## src/rtl/mcast_branch_sched_pkg.sv

```systemverilog
// rtl/mcast_branch_sched_pkg.sv - shared port indices and FSM encoding for the multicast branch scheduler
package mcast_branch_sched_pkg;

  localparam int NUM_PORTS = 5;
  localparam int PORT_L    = 0;
  localparam int PORT_N    = 1;
  localparam int PORT_E    = 2;
  localparam int PORT_S    = 3;
  localparam int PORT_W    = 4;

  typedef enum logic [1:0] {
    ST_IDLE  = 2'd0,
    ST_ALLOC = 2'd1,
    ST_XFER  = 2'd2,
    ST_DROP  = 2'd3
  } state_t;

  // Dimension-ordered (X first, then Y) output port for a destination node.
  function automatic int route_port(input int x, input int y, input int my_x, input int my_y);
    if (x > my_x)      return PORT_E;
    else if (x < my_x) return PORT_W;
    else if (y > my_y) return PORT_N;
    else if (y < my_y) return PORT_S;
    else               return PORT_L;
  endfunction

endpackage

```

## src/rtl/mcast_branch_sched_partition.sv

```systemverilog
// rtl/mcast_branch_sched_partition.sv - combinational split of a multicast bitmask into per-port branch masks
module mcast_partition
  import mcast_branch_sched_pkg::*;
#(
  parameter int MY_XPOS = 0,
  parameter int MY_YPOS = 0,
  parameter int XDIM    = 4,
  parameter int YDIM    = 4
) (
  input  logic [XDIM*YDIM-1:0]           i_dst,
  output logic [NUM_PORTS*XDIM*YDIM-1:0] o_port_dst,
  output logic [NUM_PORTS-1:0]           o_branch
);

  localparam int NN = XDIM * YDIM;

  for (genvar n = 0; n < NN; n++) begin : g_node
    localparam int X = n % XDIM;
    localparam int Y = n / XDIM;
    localparam int P = route_port(X, Y, MY_XPOS, MY_YPOS);
    for (genvar p = 0; p < NUM_PORTS; p++) begin : g_port
      if (p == P) begin : g_hit
        assign o_port_dst[p*NN+n] = i_dst[n];
      end else begin : g_miss
        assign o_port_dst[p*NN+n] = 1'b0;
      end
    end
  end

  for (genvar p = 0; p < NUM_PORTS; p++) begin : g_branch
    assign o_branch[p] = |o_port_dst[p*NN +: NN];
  end

endmodule

```

## src/rtl/mcast_branch_sched.sv

```systemverilog
// rtl/mcast_branch_sched.sv - multicast branch scheduler: partitions a head, collects all port grants, replicates flits in lockstep
module mcast_branch_sched
  import mcast_branch_sched_pkg::*;
#(
  parameter int MY_XPOS = 0,
  parameter int MY_YPOS = 0,
  parameter int XDIM    = 4,
  parameter int YDIM    = 4
) (
  input  logic                           clk,
  input  logic                           rst,
  input  logic                           in_valid,
  output logic                           in_ready,
  input  logic                           in_head,
  input  logic                           in_tail,
  input  logic [XDIM*YDIM-1:0]           in_dst,
  output logic [NUM_PORTS-1:0]           sa_req,
  input  logic [NUM_PORTS-1:0]           sa_gnt,
  output logic [NUM_PORTS-1:0]           sa_release,
  output logic [NUM_PORTS*XDIM*YDIM-1:0] port_dst,
  output logic [NUM_PORTS-1:0]           out_valid,
  input  logic [NUM_PORTS-1:0]           out_ready,
  output logic                           err_orphan
);

  localparam int NN = XDIM * YDIM;

  state_t                     r_state;
  logic [NUM_PORTS-1:0]       r_lock;
  logic [NUM_PORTS-1:0]       r_branch;
  logic [NUM_PORTS*NN-1:0]    r_port_dst;
  logic [NUM_PORTS-1:0]       r_sa_release;

  logic [NUM_PORTS*NN-1:0]    w_slices;
  logic [NUM_PORTS-1:0]       w_branch;
  logic [NUM_PORTS-1:0]       w_lock_nxt;

  mcast_partition #(
    .MY_XPOS (MY_XPOS),
    .MY_YPOS (MY_YPOS),
    .XDIM    (XDIM),
    .YDIM    (YDIM)
  ) u_partition (
    .i_dst      (in_dst),
    .o_port_dst (w_slices),
    .o_branch   (w_branch)
  );

  // Handshake outputs are forced low while rst is held so nothing leaks mid-packet.
  always_comb begin
    sa_req     = '0;
    out_valid  = '0;
    in_ready   = 1'b0;
    err_orphan = 1'b0;
    if (!rst) begin
      case (r_state)
        ST_IDLE: begin
          if (in_valid && !in_head) begin
            in_ready   = 1'b1;
            err_orphan = 1'b1;
          end
        end
        ST_ALLOC: sa_req = r_branch & ~r_lock;
        ST_XFER: begin
          out_valid = r_lock & {NUM_PORTS{in_valid}};
          in_ready  = &(out_ready | ~r_lock);
        end
        ST_DROP:  in_ready = 1'b1;
        default:  in_ready = 1'b0;
      endcase
    end
  end

  assign w_lock_nxt = r_lock | (sa_gnt & sa_req);
  assign port_dst   = r_port_dst;
  assign sa_release = r_sa_release;

  always_ff @(posedge clk) begin
    if (rst) begin
      r_state      <= ST_IDLE;
      r_lock       <= '0;
      r_branch     <= '0;
      r_port_dst   <= '0;
      r_sa_release <= '0;
    end else begin
      r_sa_release <= '0;
      case (r_state)
        ST_IDLE: begin
          if (in_valid && in_head) begin
            r_port_dst <= w_slices;
            r_branch   <= w_branch;
            r_state    <= (|w_branch) ? ST_ALLOC : ST_DROP;
          end
        end
        ST_ALLOC: begin
          r_lock <= w_lock_nxt;
          // Same-cycle grant completion moves straight to XFER, giving out_valid two cycles after the head.
          if (w_lock_nxt == r_branch) r_state <= ST_XFER;
        end
        ST_XFER: begin
          if (in_valid && in_ready && in_tail) begin
            r_sa_release <= r_lock;
            r_lock       <= '0;
            r_state      <= ST_IDLE;
          end
        end
        ST_DROP: begin
          if (in_valid && in_tail) r_state <= ST_IDLE;
        end
        default: r_state <= ST_IDLE;
      endcase
    end
  end

endmodule

```

## config.mk

```make
export PLATFORM = sky130hd
export DESIGN_NAME = mcast_branch_sched
export DESIGN_NICKNAME = d
export VERILOG_FILES = /design/src/rtl/mcast_branch_sched_pkg.sv /design/src/rtl/mcast_branch_sched_partition.sv /design/src/rtl/mcast_branch_sched.sv
export SDC_FILE = /design/constraint.sdc
export NUM_CORES = 1
export LEC_CHECK = 0
export ABC_AREA = 1
export CAP_MARGIN = 20
export CORE_MARGIN = 8
export CORE_UTILIZATION = 31
export CTS_CLUSTER_DIAMETER = 40
export DETAILED_ROUTE_END_ITERATION = 10
export GPL_TIMING_DRIVEN = 0
export PLACE_DENSITY = 0.77
export RECOVER_POWER = 50
export SYNTH_ARGS = -nofsm -noshare
export SYNTH_HDL_FRONTEND = slang
export SYNTH_SLANG_ARGS = --single-unit
```

## constraint.sdc

```tcl
create_clock -name clk -period 1.13 [get_ports clk]
set_input_delay 0.226 -clock clk [delete_from_list [all_inputs] [get_ports clk]]
set_output_delay 0.226 -clock clk [all_outputs]
set_load 0.03 [all_outputs]
```

**Word-level counts from Yosys, hierarchy flattened**

Index checks and enable logic that the tools add are counted.

- Reduce and logical (&&, ||, !) cells: 16
- Bitwise logic cells: 8
- Mux-type cells: 17
- Equality and inequality tests: 8

Operators by type and width:

| kind | count |
|---|---|
| 2-to-1 mux 5 bit | 5 |
| OR reduction 16 bit | 1 |
| OR reduction 12 bit | 1 |
| AND 5 bit | 2 |
| 2-to-1 mux 2 bit | 5 |
| bitwise OR 5 bit | 2 |
| case mux 5 bit (2 select lines) | 1 |
| inequality test 2 bit (second input constant) | 4 |
| case mux 2 bit (4 select lines) | 1 |
| OR reduction 3 bit | 2 |
| AND 3 x 5 -> 5 bit | 1 |
| equality test 5 x 3 -> 1 bit | 1 |
| logical AND 1 bit | 5 |
| inverter 5 bit | 1 |
| AND reduction 5 bit | 1 |
| equality test 2 bit (second input constant) | 2 |
| 2-to-1 mux 1 bit | 4 |
| AND reduction 2 bit | 2 |
| AND reduction 4 bit | 1 |
| case mux 1 bit (3 select lines) | 1 |
| equality test 2 x 1 -> 1 bit (second input constant) | 1 |
| logical NOT 2 bit | 1 |
| inverter 1 bit | 2 |
| nonzero test 2 bit | 1 |
| logical NOT 1 bit | 1 |

- Register bits: 31
- Bits of input ports: 31

**Depth between registers and ports, before layout**

- Depth after elaboration: 9
- Mapped depth: 11

**By module**

A second synthesis with hierarchy kept.

- Cell total of the unflattened synthesis: 599
- Area total of the unflattened synthesis: 4357.9 µm²

By module, submodules not included:

| module | cells each | times used | area each (µm²) |
|---|---|---|---|
| mcast_branch_sched | 503 | 1 | 3681.0 |
| mcast_partition | 96 | 1 | 676.9 |

**Worst setup path before layout**

OpenSTA, ideal clock, no wires.

- Path type: register to output
- Start point: register r_state[1]
- End point: output out_valid[0]
- Path buffers: 0
- Stages on the path, launching flop included: 5
- Data required time: 0.904 ns
- Arrival time: 1.515 ns
- Setup slack: -0.611 ns
- Cells stage by stage: dfxtp_1 inv_2 nor2_1 inv_1 nor4_1

- Word-level cells in the longest chain between the ends: 3

RTL lines:

| element | line | source |
|---|---|---|
| start: declaration | mcast_branch_sched.sv:28 | `state_t r_state;` |
| start signal: assignment | mcast_branch_sched.sv:92 | `r_state <= (\|w_branch) ? ST_ALLOC : ST_DROP;` |
| equality test 2 bit | mcast_branch_sched.sv:56 | `case (r_state)` |
| 2-to-1 mux 5 bit | mcast_branch_sched.sv:56 |  |
| 2-to-1 mux 5 bit | mcast_branch_sched.sv:55 | `if (!rst) begin` |
| end: declaration | mcast_branch_sched.sv:21 | `output logic [NUM_PORTS-1:0] out_valid,` |

Every way passes these cells.

**Final worst setup path**

- Start point: register r_state[1]
- End point: output sa_req[0]

- Word-level cells in the longest chain between the ends: 3

RTL lines:

| element | line | source |
|---|---|---|
| equality test 2 x 1 -> 1 bit | mcast_branch_sched.sv:56 |  |
| 2-to-1 mux 5 bit | mcast_branch_sched.sv:56 |  |
| 2-to-1 mux 5 bit | mcast_branch_sched.sv:55 |  |
| end: declaration | mcast_branch_sched.sv:17 | `output logic [NUM_PORTS-1:0] sa_req,` |

Every way passes these cells.

==> metrics.txt <==
Fill cells=about 540; Post-DP Area=roughly 2700 µm²; Setup crit start kind=flip-flop; Final GP Congestion=approximately 0.80; clk slew on worst S/H paths=0.09 ns; r2r setup slk=-0.25 ns; final WL=about 4900 µm; antenna viol nets, final=0; CTS tree=yes; Seq cells post-synth=26; later-pin clock latency in the skew report=0.27 ns; core area=roughly 5400 µm²; clock buffer count from CTS=3; die footprint=~8000 µm²; H-tree levels=1; met3 global-route usage=around 5.8%; largest net degree at the start of global routing=15; hpwl dp=between 4000 and 5000 µm; worst setup margin=-0.348 ns; Setup crit end kind=primary output; Pwr Total=~2800 µW; Setup TNS Final=-6.78 ns; vias in the first global route=~1,700; chip height=between 90 and 100 µm; number of hold violations in the final report=0; critical path class=flip-flop to primary output; Inst Count DP=between 400 and 500; Critical Path RT=around 0.90 ns; design area=roughly 2800 µm²; Starting DRT DRC Count=38; CTS Root Cell=clkbuf_8; initial antenna violation count=0; Syn Area/Cell=6.98 µm²; io pins=about 130; Post-Layout Cell Count=450; top_reg_cell synth=dfxtp_1; Lkg Pwr=between 0.0015 and 0.002 µW; Pwr per Cell Area=~980 nW/µm²; period utilization=131%; Post-Route Skew=0.000923 ns; via count=1,694; Post-Synthesis Cells=around 250; minimum clock period=1.48 ns; # hold bufs at CTS=0; antenna diode count=0; RSZ-0062 raised after global routing=yes; max-slew violation count=0; post-synthesis sequential area ratio=about 30%; GRT Max-Usage Layer=met2; share of cells above drive strength 1=40.2%; Residual DRC=0; Post-synth EDFFs=0; Post-synth ARST share=0%; VDD IR max=around 0.90 mV; post-DR wirelength/cell=around 11 µm; met2 GRT Util=between 20% and 30%; Area Overhead vs Synth=63.5%; library cells used by synthesis=19; worst hold path class=input pin to flip-flop; Global Route Usage Sum=a little under an eighth; Final setup viols=34; clock sinks=26; Arr. time, crit path=around 1.3 ns; maximum clock path buffer count=2; Ys Warns=0; status=finished, violations left; port bufs=52; met1 GRT Util=11.6%; row count=27; via/cell ratio=3.76; Die X=around 90 µm; GRT overflow=0; failing checks=setup timing; DRT Pass-1 Iters=4; synthesized cell area=1720 µm²; first-pass GRT wire length=7890 µm; max-capacitance violation count=0; maximum fanout along the worst path=6; Initial Util=a little under a third; Final #Nets=410; Max Clock Freq=~680 MHz
-- state kept, by name, indices dropped and copies added, names as in the netlist --
register / flops
r_lock: 3
port_dst: 16
r_branch: 2
r_state: 2
sa_release: 3
-- worst max-delay path, stage by stage (launching register included) --
cell and delay [ns]:
dfxtp_4 0.39, inv_4 0.08, nand3_4 0.13, buf_12 0.16, nor2_4 0.09, buf_6 0.14
-- cell usage in the layout, fill, tap and decap left out, drive strengths merged --
| master | n |
|---|---|
| nand3 | 8 |
| inv | 32 |
| dlygate4sd2 | 3 |
| nand2 | 22 |
| clkdlybuf4s50 | 21 |
| o21bai | 1 |
| dlymetal6s2s | 1 |
| nor3 | 5 |
| o21ai | 22 |
| buf | 99 |
| dfxtp | 26 |
| nand4 | 2 |
| o211ai | 2 |
| a21oi | 18 |
| nor2 | 26 |
| clkbuf | 16 |
| conb | 70 |
| nor4 | 4 |
-- layer usage --
metal | vias up | part of all wire, %
met5 | - | 0
met4 | 0 | 0.42
met3 | 2 | 10
li1 | 896 | -
met2 | 74 | 49
met1 | 722 | 40
-- repair_timing --
action	4_1_cts	5_1_grt
buffers inserted	5	2
endpoints found under the setup margin	53	38
pin swaps	4	8
gates resized for setup	163	30
-- worst paths after layout --
kind,startpoint,endpoint,cells after the start
hold / removal,rst,r_lock[2],2
hold reg to reg,r_lock[2],r_lock[2],2
setup / recovery,r_state[1],sa_req[0],5
setup reg to reg,r_state[1],r_state[0],11
-- metrics by stage --
stage,hold WS [ns],utilization (%),setup slack [ns]
after floorplan,0.361,-,-0.0989
after global placement,0.484,49.6,-0.963
after detailed placement,0.490,49.6,-0.988
after CTS,0.189,50.6,-0.341
after global routing,0.189,51.8,-0.411
final,0.191,51.8,-0.348
-- synth_stat cells (2+ instances only) --
cell       n  area [µm²]
a21oi_1   18        90.1
o211ai_1   2        15.0
nor4_1     4        25.0
dfxtp_1   26         521
inv_2      3        11.3
buf_2      4        20.0
buf_4     72         541
nor2_1    26        97.6
nand2_1   22        82.6
o21ai_0   21         105
nand3_1    7        35.0
nor3_1     5        25.0
clkbuf_1   2        7.51
nand4_1    2        12.5
inv_1     29         109
-- power breakdown --
part           switching, µW  total (µW)  internal (µW)  leakage, µW
clock network            298         609            312    0.0000288
registers               55.1        1030            976     0.000217
logic                    705        1110            406      0.00130
total                   1060        2750           1690      0.00154
-- logic make-up after synthesis --
logic type	Yosys count	synth area share (%)
AOI/OAI and AO/OA	43	12.9
buffers and inverters	110	39.9
DFF	26	30.2
other	1	0.218
and+or+nand+nor	67	16.7
-- final cells by class --
class                      count  area [µm²]  area share, %
buffer                        77         578           20.5
clock buffer                   4        55.1           1.95
inverter                      32         128           4.53
multi-input combinational    180         920           32.7
sequential                    26         541           19.2
tap                           72        90.1           3.20
timing repair buffer          59         505           17.9
No activity file was read; power rests on OpenSTA's default activity.
==> RTL change 1 (config.mk and constraints unchanged) <==
Make the reset (`rst`) asynchronous in one clocked block.
--- a/src/rtl/mcast_branch_sched.sv
+++ b/src/rtl/mcast_branch_sched.sv
@@ -77,3 +77,3 @@
 
-  always_ff @(posedge clk) begin
+  always_ff @(posedge clk or posedge rst) begin
     if (rst) begin
Behaviour: differs if rst is asserted again (counterexample within 4 cycles, from zero or initial values and one cycle with rst high); with rst held inactive, the same outputs for 10 cycles.
==> RTL change 1 against the unedited design <==
The run still ends with negative setup slack left; sequential cell count up 1; wire length up 12%; area after synthesis rose by 9.5%; final area up 17%; via count is 6.1% higher; worst setup slack worse by 76 ps.
Power is not compared: it rests on default switching activity, and its combinational part moved more than twofold at a synthesized area within 25%.
==> RTL change 1: results <==
[run_status]
status = "complete, but fails checks"
failed_checks = "negative setup slack"

[cells_and_area]
fill_cells = 582
nets = 435
antenna_cells = 0
drive_gt1_share_pct = 47.1

[yosys]
synth_cell_types = 22
yosys-top-cells-area = "dfrtp_1 36%, buf_4 28%, nand2_1 11%"
synth_compound_area_share_pct = 7.76
synth_common_cells = "71 x buf_4, 57 x nand2_1, 27 x dfrtp_1"
synth_ff_type = "dfrtp_1"
async_flop_share_pct = 100
ys_seq_area_share_pct = 35.8
synth-xor-area-share_pct = 0
syn_area_per_cell_sq_um = 7.83
yosysWarnings = 0

[setup_path]
cpPeakStageDelay_ps = 470
critical_path.max_fanout = 5
critPathSlowestCell = "dfrtp_2"
crit_path_end = "sa_req[1]"
r2r_setup_slack_ps = -320
startpoint = "r_state[1]"
arrival_ps = 1330
r2r_end = "r_branch[1]"
reg2reg_depth = 6

[timing]
tns_ps = -10420
final.setup.worst_slack_ps = -424
setup_viol = 36
hold_viol = 0
finClkSkew_ps = 9.34

[route]
wl_per_cell_um = 11.6
firstDrtPassIters = 4
drt_iter0_drc = 46
wirelength_mm = 5.52
vias = 1797

[place]
port_buffers = 55
place_congestion = 0.777
place.detailed.hpwl_mm = 4.11

[power_and_ir_drop]
p_leak_nw = 1.88
ir_drop_mv = 1.05

[hold_path]
min_path_type = "input pin to async pin"

[global_routing]
grt_max_degree = 18
grt_pass1_wl_mm = 8.68
grt.total_usage_pct = 12.0

[clocking]
clk_latency_ps = 290
cts_root_buf = "clkbuf_8"
-- RTL change 1: worst min-delay path: cells and delay by family --
kind | cells | cell delay [ps]
buffers and inverters | 3 | 630
-- RTL change 1: timing repair --
action,in CTS,in global routing
buffers inserted,15,17
pin swaps,12,6
gates cloned,4,0
setup endpoints to repair,55,48
resized for setup,204,28
-- RTL change 1: per-layer routing --
layer | GRT usage [%] | up-vias | share of wire [%]
li1 | - | 925 | -
met1 | 13.2 | 789 | 39
met2 | 21.9 | 81 | 52
met3 | 4.32 | 2 | 9.4
met4 | 1.59 | 0 | 0.16
met5 | 0 | - | 0
-- RTL change 1: through the flow --
step	hold WS [ps]	setup WS, ps	area (sq um)	power (W)
after floorplan	147	-405	2220	0.00395
after global placement	453	-1590	2860	0.00495
after detailed placement	460	-1670	2860	0.00503
after CTS	233	-430	3120	0.00604
after global routing	268	-490	3290	0.00702
final	247	-424	3290	0.00658
-- RTL change 1: layout make-up --
type	instances	area (sq um)	share of cell area, %
Buffer	73	579	17.6
Clock buffer	3	41.3	1.26
Clock inverter	1	8.76	0.267
Inverter	28	114	3.47
Multi-Input combinational cell	181	943	28.7
Sequential cell	27	678	20.6
Tap cell	75	93.8	2.86
Timing Repair Buffer	89	822	25.0
Timing Repair inverter	1	5.00	0.152
-- RTL change 1: worst min path at each step --
stage | startpoint | to | slack (ps)
global placement | port_dst[33] | port_dst[33] | 450
finish | rst | sa_release[1] | 250
floorplan | rst | port_dst[0] | 150
detailed placement | port_dst[37] | port_dst[37] | 460
global route | rst | sa_release[1] | 270
CTS | rst | sa_release[1] | 230
-- RTL change 1: where the power goes --
part	leakage [nW]	total, W	internal [W]	switching (W)
logic	1.53	0.00426	0.00190	0.00236
clock network	0.0261	0.000625	0.000260	0.000365
registers	0.324	0.00170	0.00137	0.000326
-- RTL change 1: cells by family after synthesis --
logic type      count (synthesis)
simple gates                   91
other cells                     1
buf+inv                       101
compound gates                 21
flops                          27
==> RTL change 2 (same settings) <==
Without the edit above. `XDIM` is set to 4 in 2 places; all go to 5.
--- a/src/rtl/mcast_branch_sched_partition.sv
+++ b/src/rtl/mcast_branch_sched_partition.sv
@@ -6,3 +6,3 @@
   parameter int MY_YPOS = 0,
-  parameter int XDIM    = 4,
+  parameter int XDIM    = 5,
   parameter int YDIM    = 4
--- a/src/rtl/mcast_branch_sched.sv
+++ b/src/rtl/mcast_branch_sched.sv
@@ -6,3 +6,3 @@
   parameter int MY_YPOS = 0,
-  parameter int XDIM    = 4,
+  parameter int XDIM    = 5,
   parameter int YDIM    = 4
Ports: changed (resized in_dst and port_dst); port bits go from 128 to 152. No check against the original RTL was run, so the function may have changed too.
==> RTL change 2 against the unedited design <==
The flow still finishes with violations (negative setup slack); highest routed layer unchanged; worst hold slack better by 310 ps; clock skew is 3.2 ps higher; critical endpoint is now sa_req[1]; count of clock-buffer cells in the layout is 1 higher; total power is 28% higher; final area is 28% higher; worst setup slack worse by 38 ps; wire length is 32% higher; largest cell class unchanged; synthesized cell count is 15% higher; sequential cell count is 4 higher; area after synthesis is 19% higher.
==> RTL change 2: results <==
[cells_and_area]
drive_gt1_share_pct = 47.6
largest_reg_flops = 20

[route]
route.met3.wl_um = 861
wl_met1_mm = 2.37
post_drt_via_cell_ratio = 3.87
drt_iter0_drc = 35

[clocking]
clk_pin_slew_ps = 60
cts_buffers = 5
cts_htree_levels = 2

[global_routing]
grt.total_usage_pct = 13.2
grt_pass1_wl_mm = 10.3
grt_pass1_vias = 2075

[power_and_ir_drop]
ir_drop_mv = 0.622
intPower_w = 0.00214
power_frac_seq_pct = 33.6

[timing]
setup_viol = 38
tns_ps = -8180
final.setup.worst_slack_ps = -386

[run_status]
status = "complete, but fails checks"
failed_checks = "negative setup slack"

[yosys]
synth_compound_area_share_pct = 9.37
syn_area_per_cell_sq_um = 7.17

[setup_path]
crit_path_end = "sa_req[1]"
reg2reg_depth = 12
r2r_setup_slack_ps = -310
critical_path.max_fanout = 5
rr_startpoint = "r_state[0]"

[place]
place_congestion = 0.794
place.detailed.hpwl_mm = 4.92
dp.cells = 508

[hold_path]
hold_end = "port_dst[57]"
## RTL change 2: cell count changes after synthesis, moves of 2 or more
cell      unedited run  this run
nand2_2              0         3
a21oi_2              0         3
inv_1               29        19
clkbuf_1             2         4
nand4_1              2         0
nand2_1             22        33
a21oi_1             18         8
buf_4               72        87
dfxtp_1             26        30
nor2_1              26        43
## RTL change 2: area by class of cell
| cell class | instances | area, sq um |
|---|---|---|
| buffer | 94 | 726 |
| clock buffer | 5 | 68.8 |
| clock inverter | 2 | 10.0 |
| fill | 620 | 2740 |
| inverter | 21 | 86.3 |
| multi-input combinational | 225 | 1250 |
| sequential | 30 | 621 |
| tap | 77 | 96.3 |
| timing repair buffer | 87 | 754 |
## RTL change 2: what timing repair did
action,4_1_cts,5_1_grt
setup buffers,18,4
endpoints found under the setup margin,61,42
resized for setup,221,50
cloned,3,1
pin swaps,15,11
## RTL change 2: tightest hold or removal path: stages
cell,delay [ps]
clkdlybuf4s50_1,390
inv_1,60
a21oi_1,50
